--- src/rtl/alu_instr_sequencer.sv ---
// Control front-end for the ALU datapath: serial opcode loader, launch/wait FSM,
// and the held result register that feeds the BCD converter.
module alu_instr_sequencer #(
    parameter int TIMEOUT     = 64,
    parameter int SYNC_STAGES = 2
) (
    input  logic        clk_i,
    input  logic        reset_all_i,
    input  logic        instr_load_en_i,
    input  logic        instruction_in_i,
    input  logic        reset_instr_i,
    input  logic [11:0] dp_result_i,
    input  logic        dp_done_i,
    output logic [3:0]  opcode_o,
    output logic        dp_start_o,
    output logic [11:0] result_o,
    output logic        result_valid_o,
    output logic        busy_o,
    output logic [2:0]  bits_loaded_o,
    output logic        timeout_err_o
);
    localparam int CW = (TIMEOUT > 1) ? $clog2(TIMEOUT) : 1;
    localparam logic [CW-1:0] CNT_LAST = CW'(TIMEOUT - 1);

    typedef enum logic [2:0] {LOAD, ISSUE, EXEC_1, EXEC_M, DONE} state_e;

    state_e                 state_q, state_d;
    logic [SYNC_STAGES-1:0] load_sync_q;
    logic [SYNC_STAGES-1:0] data_sync_q;
    logic                   load_prev_q;
    logic                   load_edge;
    logic                   data_bit;
    logic [3:0]             opcode_q, opcode_d;
    logic [2:0]             bits_q, bits_d;
    logic [11:0]            result_q, result_d;
    logic                   valid_q, valid_d;
    logic                   terr_q, terr_d;
    logic [CW-1:0]          cnt_q, cnt_d;
    logic                   is_multi;

    // Synchronizer and edge history are only cleared by the global reset.
    always_ff @(posedge clk_i) begin
        if (reset_all_i) begin
            load_sync_q <= '0;
            data_sync_q <= '0;
            load_prev_q <= 1'b0;
        end else begin
            load_sync_q <= {load_sync_q[SYNC_STAGES-2:0], instr_load_en_i};
            data_sync_q <= {data_sync_q[SYNC_STAGES-2:0], instruction_in_i};
            load_prev_q <= load_sync_q[SYNC_STAGES-1];
        end
    end

    assign load_edge = load_sync_q[SYNC_STAGES-1] & ~load_prev_q;
    assign data_bit  = data_sync_q[SYNC_STAGES-1];
    assign is_multi  = (opcode_q == 4'b1010) || (opcode_q == 4'b1011) || (opcode_q == 4'b1100);

    always_ff @(posedge clk_i) begin
        if (reset_all_i) begin
            state_q  <= LOAD;
            opcode_q <= '0;
            bits_q   <= '0;
            result_q <= '0;
            valid_q  <= 1'b0;
            terr_q   <= 1'b0;
            cnt_q    <= '0;
        end else begin
            state_q  <= state_d;
            opcode_q <= opcode_d;
            bits_q   <= bits_d;
            result_q <= result_d;
            valid_q  <= valid_d;
            terr_q   <= terr_d;
            cnt_q    <= cnt_d;
        end
    end

    always_comb begin
        state_d  = state_q;
        opcode_d = opcode_q;
        bits_d   = bits_q;
        result_d = result_q;
        valid_d  = valid_q;
        terr_d   = terr_q;
        cnt_d    = cnt_q;
        if (!reset_instr_i) begin
            state_d  = LOAD;
            opcode_d = '0;
            bits_d   = '0;
            result_d = '0;
            valid_d  = 1'b0;
            terr_d   = 1'b0;
            cnt_d    = '0;
        end else begin
            case (state_q)
                LOAD: begin
                    if (load_edge) begin
                        opcode_d[bits_q[1:0]] = data_bit;
                        bits_d = bits_q + 3'd1;
                        if (bits_q == 3'd3) state_d = ISSUE;
                    end
                end
                ISSUE: begin
                    cnt_d   = '0;
                    state_d = is_multi ? EXEC_M : EXEC_1;
                end
                EXEC_1: begin
                    result_d = dp_result_i;
                    valid_d  = 1'b1;
                    state_d  = DONE;
                end
                EXEC_M: begin
                    // A completion on the final allowed cycle takes precedence over the timeout.
                    if (dp_done_i) begin
                        result_d = dp_result_i;
                        valid_d  = 1'b1;
                        state_d  = DONE;
                    end else if (cnt_q == CNT_LAST) begin
                        result_d = '0;
                        valid_d  = 1'b1;
                        terr_d   = 1'b1;
                        state_d  = DONE;
                    end else begin
                        cnt_d = cnt_q + 1'b1;
                    end
                end
                DONE:    state_d = DONE;
                default: state_d = LOAD;
            endcase
        end
    end

    always_comb begin
        opcode_o       = opcode_q;
        bits_loaded_o  = bits_q;
        result_o       = result_q;
        result_valid_o = valid_q;
        timeout_err_o  = terr_q;
        dp_start_o     = (state_q == ISSUE) && reset_instr_i;
        busy_o         = (state_q == EXEC_1) || (state_q == EXEC_M);
    end
endmodule

--- config.mk ---
export PLATFORM = sky130hd
export DESIGN_NAME = alu_instr_sequencer
export DESIGN_NICKNAME = d
export VERILOG_FILES = /design/src/rtl/alu_instr_sequencer.sv
export SDC_FILE = /design/constraint.sdc
export NUM_CORES = 1
export LEC_CHECK = 0
export CAP_MARGIN = 20
export CELL_PAD_IN_SITES_DETAIL_PLACEMENT = 1
export CELL_PAD_IN_SITES_GLOBAL_PLACEMENT = 1
export CORE_MARGIN = 4
export CORE_UTILIZATION = 40
export CTS_BUF_LIST = sky130_fd_sc_hd__clkbuf_4 sky130_fd_sc_hd__clkbuf_8 sky130_fd_sc_hd__clkbuf_16
export CTS_CLUSTER_DIAMETER = 40
export CTS_CLUSTER_SIZE = 25
export DETAILED_ROUTE_END_ITERATION = 8
export DONT_BUFFER_PORTS = 1
export GPL_TIMING_DRIVEN = 0
export PLACE_DENSITY = 0.69
export SLEW_MARGIN = 5
export SYNTH_ARGS = -nofsm -noshare
export SYNTH_HDL_FRONTEND = slang
export SYNTH_SLANG_ARGS = --single-unit
--- constraint.sdc ---
create_clock -name clk_i -period 2.2 [get_ports clk_i]
set_clock_uncertainty 0.05 [all_clocks]
set_input_delay 0.11 -clock clk_i [delete_from_list [all_inputs] [get_ports clk_i]]
set_output_delay 0.11 -clock clk_i [all_outputs]
set_load 0.01 [all_outputs]
==> results of run 1 <==
## layout by cell type, fill, tap and decap left out, drive strengths merged, types with 2 or more instances in the layout
cell type / instances
dfxtp: 35
dlygate4sd3: 15
nor2: 12
a22o: 12
clkbuf: 11
nand2: 10
a21oi: 9
nand3: 7
mux2i: 6
ha: 6
and2b: 6
inv: 5
a31oi: 4
buf: 4
nor2b: 3
nand2b: 3
and3: 2
a41oi: 2
o21ai: 2
## power by group through the flow
stage | sequential [mW] | clock [mW] | combinational (mW)
after floorplan | 0.655 | 0 | 0.0268
after global placement | 0.656 | 0 | 0.0315
after CTS | 0.641 | 0.533 | 0.0556
after global routing | 0.641 | 0.578 | 0.0605
after detailed placement | 0.656 | 0 | 0.0334
final | 0.641 | 0.514 | 0.0555
## layer usage
metal  GRT usage [%]  share of wire [%]
met5               0                  0
met1           17.11                 42
met3           7.681                8.8
met4           5.106                1.1
met2           24.34                 48
## logic make-up after synthesis
kind of cell	after synthesis	share of synthesized area, %
xor gates and xnor gates	1	0.5739
AOI/OAI and AO/OA	35	18.61
muxes	6	3.935
and+or+nand+nor	51	20.74
adders and majority gates	6	4.918
buffers and inverters	12	5.328
DFF	35	45.90
## final cells by class
class | count | share of cell area [%]
Sequential cell | 35 | 38.07
Inverter | 5 | 1.020
Multi-Input combinational cell | 99 | 40.45
Timing Repair Buffer | 15 | 8.158
Buffer | 7 | 3.399
Clock buffer | 8 | 5.642
Tap cell | 48 | 3.263
## sequential cells by signal, summed over array words and instances, names as in the netlist, 2 cells and up
name	cells
data_sync_q	2
load_sync_q	2
bits_loaded_o	3
cnt_q	6
opcode_o	4
state_q	3
result_o	12
## worst min-delay path, stage by stage
cell and delay [ns]:
nand2b_1 0.05, buf_4 0.16, a21oi_1 0.05
## per-stage QoR
stage	setup slack (ns)	util, %	std cells	instance area [um^2]
final	0.4900	50.27	217	1841
after global routing	0.3524	50.27	217	1841
after CTS	0.4854	50.27	217	1841
after detailed placement	0.5055	43.34	194	1587
after global placement	0.5607	43.34	194	1587
after floorplan	0.6524	-	146	1526
## how the worst min path moves through the flow
stage,slack [ns],cells after the start,end
2_1_floorplan,0.13,1,load_sync_q[1]
3_3_place_gp,0.13,1,load_sync_q[1]
3_5_place_dp,0.13,1,load_sync_q[1]
4_1_cts,0.08,3,state_q[1]
5_1_grt,0.08,3,state_q[2]
6_report,0.09,3,state_q[2]
## cell usage after synthesis
library cell,number
o31ai_4,1
and2b_1,5
a31oi_1,4
nand3_1,7
nand4_1,1
and3b_1,1
ha_1,6
nor2_1,12
nand2b_2,1
clkbuf_1,2
nand2_1,10
a211oi_2,1
mux2i_1,6
and2b_2,1
or2b_2,1
a21oi_1,9
xnor2_1,1
buf_6,3
inv_1,5
dfxtp_1,35
nand4bb_4,1
a41oi_1,2
a311oi_1,1
clkbuf_8,1
nor4b_1,1
and3_2,2
o211ai_1,1
nand2b_1,2
o31a_1,1
buf_4,1
and4_4,1
o21ai_0,2
a22oi_1,1
and2_4,1
a22o_2,12
nor2b_1,2
nor3_2,1
nor2b_4,1
## timing repair
| item | 4_1_cts | 5_1_grt |
|---|---|---|
| hold buffers | 15 | 0 |
| setup endpoints to repair | 0 | 0 |
| hold endpoints to repair | 17 | 0 |
==> impl_metrics.ini, run 1 <==
[routing]
post_drt_via_cell_ratio = 5.253
ant_nets = 0
drc_errors = 0
drt_iter0_markers = 51
wl_per_cell_um = 15.85
vias = 1140
drt-total-wl_um = 3439
dr.pass1.iters = 4

[logic_synthesis]
synthTopCellsByArea = dfxtp_1 46%, a22o_2 7.9%, ha_1 4.9%
avgSynthCellArea_um2 = 10.46
synth_nets = 170
synth-seq-cells = 35
syn_area_mm2 = 0.001526
yosysUniqueCellTypes = 38
synth_top_area_share_pct = 45.90
yosysTopAreaCell = dfxtp_1
syn-instance-count = 146
synth_warnings = 0
seq_area_frac_synth_pct = 45.90

[sta]
setup_viol = 0
finalHoldViolations = 0
slew_viol_final = 0
rsz0062_at_grt = no
fmax_ghz = 0.5848
setup_tns_ns = 0
slew_headroom_pct = 60.71
timing.hold.ws_ns = 0.08766
period_share_pct = 77.73
worst_pin_slew_ns = 0.5861
min_period_ns = 1.710

[worst_setup_path]
path_buf_inv = 1
critPathMaxStageDelay_ns = 0.39
required_ns = 2.32
critPathArrivalTime_ns = 1.83
slowest_stage = dfxtp_1
r2r_end = result_o[6]
start_kind = flop
critPathMaxFanout = 10
r2r_slack_ns = 0.49
endpoint = result_o[6]
setup.worst_path.class = reg -> reg
r2r_cells = 6
crit_path_end_kind = flop
r2r_start = cnt_q[0]
path_delay_family = simple AND/OR/NAND/NOR gates
path_depth = 6
crit_path_cell_trace = ha_1 > and4_4 > and2_4 > o31ai_4 > buf_6 > a22o_2
crit_start = cnt_q[0]

[die]
num_io_pins = 41
die_h_um = 69.78
fp.dieW_um = 69.78
start_util_pct = 41.70
core_area_mm2 = 0.003661
dieArea_mm2 = 0.004869
fp-row-count = 22

[clocking]
cts.sinks = 35
clockBufferDepth = 2
cts_tree = built
htreeDepth = 2
post_cts_buffers = 0
root_buffer = clkbuf_8
clkLatencyLatePin_ns = 0.28
clk_pin_slew_ns = 0.07
cts_inserted_buffers = 5
cts_resized = 0

[pwr]
power_switching_uw = 243.0
seqPwrFrac_pct = 52.9
vdd_drop_max_uv = 305.9
power_mw = 1.211
p_int_uw = 968.3
p_comb_share_pct = 4.6
pwr-share-clk_pct = 42.5
p_leak_nw = 0.7085
power.density_mw_per_mm2 = 658.1
swShare_pct = 20.06

[grt]
grt_max_degree = 11
gr-total-overflow = 0
grtUsageTotal_pct = 15.07
grt_antenna_before_repair = 0
grt_pass1_wl_um = 5809
first_global_vias = 1138

[worst_hold_path]
min_from = reset_instr_i
hold_path.class = in -> reg

[cells_and_area]
drive_above_1_share_pct = 21.89
multi_input_area_um2 = 744.5
layout.nets = 192
diodes = 0
seq_area_um2 = 700.7
fill_cells = 414
syn_to_final_growth_pct = 20.57

[place]
globalplace.congestion = 0.6989
io_buffers = 0
dp_hpwl_um = 2473

[run_status]
outcome = completed

[run]
cap_violations = 0
No activity file was read; power rests on OpenSTA's default activity.
==> run 2: changes to the inputs <==
--- a/config.mk
+++ b/config.mk
@@ -16,7 +16,7 @@
 export DETAILED_ROUTE_END_ITERATION = 8
 export DONT_BUFFER_PORTS = 1
 export GPL_TIMING_DRIVEN = 0
-export PLACE_DENSITY = 0.69
+export PLACE_DENSITY = 0.72
 export SLEW_MARGIN = 5
 export SYNTH_ARGS = -nofsm -noshare
 export SYNTH_HDL_FRONTEND = slang
==> constraint.sdc (replaced) <==
create_clock -name clk_i -period 1.4 [get_ports clk_i]
set_clock_uncertainty 0.05 [all_clocks]
set_input_delay 0.07 -clock clk_i [delete_from_list [all_inputs] [get_ports clk_i]]
set_output_delay 0.07 -clock clk_i [all_outputs]
set_load 0.01 [all_outputs]
==> impl_metrics.ini, run 2 (synthesis gave the netlist of run 1 again) <==
[cells_and_area]
fin_util_pct = 57.38
largest_reg_flops = 12
drive_above_1_share_pct = 35.52
layout.nets = 206
syn_to_final_growth_pct = 37.62
final_cell_mix = 27 x dfxtp_1, 15 x dlygate4sd3_1, 13 x buf_4
diodes = 0
final_common_cell = dfxtp_1

[clocking]
cts.sinks = 35
clockBufferDepth = 2
root_buffer = clkbuf_8
clk_pin_slew_ns = 0.07
clkLatencyLatePin_ns = 0.29
htreeDepth = 2
cts_tree = built
cts_inserted_buffers = 5

[pwr]
p_comb_share_pct = 4.6
seqPwrFrac_pct = 45.8
swShare_pct = 19.47
vdd_drop_max_uv = 1295
p_leak_nw = 0.8523
pwr-share-clk_pct = 49.6
power.density_mw_per_mm2 = 1044
power_switching_uw = 427.1
p_int_mw = 1.766

[routing]
drt_iter0_markers = 29
ant_nets = 0
dr.pass1.iters = 4
drc_errors = 0
post_drt_via_cell_ratio = 5.290
wl_per_cell_um = 17.83
vias = 1222
drt-total-wl_um = 4119

[die]
start_util_pct = 41.70
core_area_mm2 = 0.003661
fp.dieW_um = 69.78
dieArea_mm2 = 0.004869
die_h_um = 69.78
fp-row-count = 22
num_io_pins = 41

[grt]
grt_pass1_wl_um = 6768
first_global_vias = 1372
gr-total-overflow = 0
grt_max_degree = 13
grt_antenna_before_repair = 0
grtUsageTotal_pct = 17.82

[sta]
rsz0062_at_grt = yes
slew_viol_final = 0
fmax_ghz = 0.6582
worst_pin_slew_ns = 0.4766
fin_ws_ns = -0.1193
setup_viol = 18
finalHoldViolations = 0
min_period_ns = 1.519
period_share_pct = 108.5
setup_tns_ns = -1.295
slew_headroom_pct = 68.23

[place]
dp_hpwl_um = 2496
preCtsSetupSlack_ns = -0.1582
globalplace.congestion = 0.8065
io_buffers = 0

[worst_setup_path]
critPathMaxStageDelay_ns = 0.36
slowest_stage = dfxtp_4
setup.worst_path.class = reg -> reg
start_kind = flop
crit_path_cell_trace = ha_4 > and4_4 > and2_4 > o31ai_4 > buf_6 > a22o_2
crit_path_end_kind = flop
required_ns = 1.59
path_delay_family = compound AO/OA/AOI/OAI gates
path_buf_inv = 1
critPathMaxFanout = 5
critPathArrivalTime_ns = 1.71

[run]
cap_violations = 0

[run_status]
violations = negative setup slack
outcome = finished, violations left

[worst_hold_path]
hold_path.class = in -> reg
run 2: cell count changes in the layout (fill, tap and decap cells not counted), sizes merged:
cell	before	now
clkinvlp	0	1
bufinv	0	2
clkbuf	11	8
buf	4	18
run 2: path summary, 6_finish.rpt:
kind | startpoint | to | slack (ns) | cells after the start
setup reg to reg | cnt_q[1] | result_o[5] | -0.12 | 6
hold reg to reg | data_sync_q[0] | data_sync_q[1] | 0.39 | 1
hold / removal | reset_instr_i | state_q[2] | 0.04 | 3
setup / recovery | cnt_q[1] | result_o[5] | -0.12 | 6
run 2: power by group through the flow:
stage	combinational (mW)	sequential, mW	clock [mW]
floorplan	0.0422	1.03	0
global placement	0.0497	1.03	0
detailed placement	0.0524	1.03	0
CTS	0.0926	1.00	1.12
global route	0.111	1.00	1.16
finish	0.102	1.00	1.09
run 2: timing repair:
action	CTS	global route
pin swaps	4	4
setup buffers	7	6
hold buffers	14	1
gates cloned	1	0
resized for setup	15	13
setup endpoints to repair	23	29
hold endpoints to repair	17	1
run 2: cell type report:
cell class	count	area (um^2)
Fill cell	395	1560
Multi-Input combinational cell	99	843.3
Sequential cell	35	715.7
Timing Repair Buffer	29	262.8
Clock buffer	5	68.82
Clock inverter	3	67.56
Buffer	7	63.81
Tap cell	48	60.06
Inverter	5	18.77
run 2: worst min-delay path: stages:
cell	delay (ns)
nand2b_1	0.05
buf_4	0.17
a21oi_1	0.05
run 2: stage by stage:
step	hold slack (ns)	total power, mW	instance area, um^2	std cells
after CTS	-0.1388	2.220	1998	224
final	0.03532	2.193	2101	231
after global routing	0.04910	2.279	2101	231
after detailed placement	0.09713	1.083	1602	194
after floorplan	0.09161	1.071	1541	146
after global placement	0.09412	1.080	1602	194
run 2: routing by layer:
metal	wire (um)	up-vias	global-route usage (%)
met3	347	8	7.391
met2	2204	40	32.11
met4	116	0	8.723
met5	0	-	0
met1	1450	578	17.33
li1	-	596	-
==> run 3: changes to the inputs <==
--- a/config.mk
+++ b/config.mk
@@ -10,13 +10,13 @@
 export CELL_PAD_IN_SITES_GLOBAL_PLACEMENT = 1
 export CORE_MARGIN = 4
 export CORE_UTILIZATION = 40
-export CTS_BUF_LIST = sky130_fd_sc_hd__clkbuf_4 sky130_fd_sc_hd__clkbuf_8 sky130_fd_sc_hd__clkbuf_16
 export CTS_CLUSTER_DIAMETER = 40
 export CTS_CLUSTER_SIZE = 25
 export DETAILED_ROUTE_END_ITERATION = 8
 export DONT_BUFFER_PORTS = 1
 export GPL_TIMING_DRIVEN = 0
 export PLACE_DENSITY = 0.72
+export RECOVER_POWER = 100
 export SLEW_MARGIN = 5
 export SYNTH_ARGS = -nofsm -noshare
 export SYNTH_HDL_FRONTEND = slang
==> impl_metrics.ini, run 3 (synthesis gave the netlist of run 1 again) <==
[cells_and_area]
syn_to_final_growth_pct = 37.05
final_common_cell = dfxtp_1
largest_reg_flops = 12
drive_above_1_share_pct = 34.43
seq_area_um2 = 713.2
final_cell_mix = 29 x dfxtp_1, 15 x dlygate4sd3_1, 13 x buf_4
layout.nets = 206
fill_cells = 398
multi_input_area_um2 = 843.3
diodes = 0

[routing]
ant_nets = 0
top_layer_used = met4
dr.pass1.iters = 4
post_drt_via_cell_ratio = 5.255
wl_met3_um = 347
drc_errors = 0
wl_per_cell_um = 17.83
wl_met1_um = 1460
drt_iter0_markers = 20
drt-total-wl_um = 4118
wl_met2_um = 2194
vias = 1214

[pwr]
power_mw = 2.192
power_switching_uw = 426.2
p_int_mw = 1.766
seqPwrFrac_pct = 45.8
power.density_mw_per_mm2 = 1048
swShare_pct = 19.44
p_leak_nw = 0.8490
p_comb_share_pct = 4.6
vdd_drop_max_uv = 1295
pwr-share-clk_pct = 49.6

[clocking]
cts_tree = built
cts.sinks = 35
cts_inserted_buffers = 5
clk_pin_slew_ns = 0.07
htreeDepth = 2
clkLatencyLatePin_ns = 0.29
clockBufferDepth = 2
root_buffer = clkbuf_8

[place]
dp_hpwl_um = 2496
globalplace.congestion = 0.8065
io_buffers = 0
preCtsSetupSlack_ns = -0.1582

[sta]
finalHoldViolations = 0
min_period_ns = 1.520
fin_ws_ns = -0.1197
rsz0062_at_grt = yes
slew_headroom_pct = 68.14
setup_viol = 18
worst_pin_slew_ns = 0.4779
period_share_pct = 108.5
slew_viol_final = 0
fmax_ghz = 0.6580

[grt]
grt_antenna_before_repair = 0
grt_pass1_wl_um = 6768
grt_max_degree = 13
grtUsageTotal_pct = 17.82
first_global_vias = 1372
gr-total-overflow = 0

[worst_setup_path]
crit_path_cell_trace = ha_4 > and4_4 > and2_4 > o31ai_4 > buf_6 > a22o_2
r2r_end = result_o[5]
path_delay_family = compound AO/OA/AOI/OAI gates
r2r_cells = 6
start_kind = flop
required_ns = 1.59
critPathMaxStageDelay_ns = 0.36
critPathArrivalTime_ns = 1.71
r2r_slack_ns = -0.12
setup.worst_path.class = reg -> reg
critPathMaxFanout = 5
slowest_stage = dfxtp_4
crit_path_end_kind = flop
path_buf_inv = 1
r2r_start = cnt_q[1]

[run_status]
violations = negative setup slack
outcome = finished, violations left

[run]
cap_violations = 0

[worst_hold_path]
hold_path.class = in -> reg
min_from = reset_instr_i
hold_path_end = state_q[2]
min_path_cells = 3

[die]
start_util_pct = 41.70
num_io_pins = 41
fp.dieW_um = 69.78
dieArea_mm2 = 0.004869
die_h_um = 69.78
fp-row-count = 22
core_area_mm2 = 0.003661
-- run 3: cell types whose count changed in the layout (fill, tap and decap cells not counted), sizes merged --
cell,before,now
clkbuf,8,9
buf,18,17
-- run 3: metrics by stage --
stage | setup TNS, ns | util (%) | hold WS [ns] | area, um^2 | cells
3_3_place_gp | -1.146 | 43.75 | 0.09412 | 1602 | 194
6_report | -1.321 | 57.14 | 0.03576 | 2092 | 231
3_5_place_dp | -1.834 | 43.75 | 0.09713 | 1602 | 194
5_1_grt | -2.761 | 57.14 | 0.04910 | 2092 | 231
4_1_cts | -1.112 | 54.58 | -0.1388 | 1998 | 224
2_1_floorplan | -0.2240 | - | 0.09161 | 1541 | 146
-- run 3: worst min-delay path: stages --
cell and delay (ns):
nand2b_1 0.05, buf_4 0.17, a21oi_1 0.05
-- run 3: worst max path at each step --
stage / cells past startpoint / slack (ns) / end / start
final: 6 / -0.12 / result_o[5] / cnt_q[1]
after global routing: 6 / -0.17 / result_o[5] / cnt_q[0]
after CTS: 6 / -0.11 / result_o[5] / cnt_q[1]
after detailed placement: 4 / -0.16 / opcode_o[1] / state_q[2]
after global placement: 6 / -0.09 / result_o[7] / cnt_q[1]
after floorplan: 6 / -0.02 / result_o[10] / cnt_q[1]
-- run 3: layout make-up --
| cell class | count | share of cell area (%) |
|---|---|---|
| plain buffers | 7 | 3.050 |
| repair buffers | 29 | 12.26 |
| multi-input cells | 99 | 40.31 |
| well taps | 48 | 2.871 |
| clock buffers | 5 | 3.289 |
| inverters | 5 | 0.8971 |
| clock inverters | 3 | 3.230 |
| flip-flops and latches | 35 | 34.09 |
-- run 3: power groups by stage --
| stage | logic, mW | registers, mW | clock network [mW] |
|---|---|---|---|
| detailed placement | 0.0524 | 1.03 | 0 |
| CTS | 0.0926 | 1.00 | 1.12 |
| finish | 0.102 | 1.00 | 1.09 |
| floorplan | 0.0422 | 1.03 | 0 |
| global route | 0.111 | 1.00 | 1.16 |
| global placement | 0.0497 | 1.03 | 0 |
-- run 3: metal layers --
layer | vias to the layer above | GRT usage [%]
li1 | 596 | -
met1 | 570 | 17.33
met2 | 40 | 32.11
met3 | 8 | 7.391
met4 | 0 | 8.723
met5 | - | 0
-- run 3: repair_timing --
item	in CTS	in global routing
hold buffers	14	1
endpoints found under the setup margin	23	29
cloned	1	0
resized for setup	15	13
buffers inserted	7	6
pin swaps	4	4
endpoints found under the hold margin	17	1
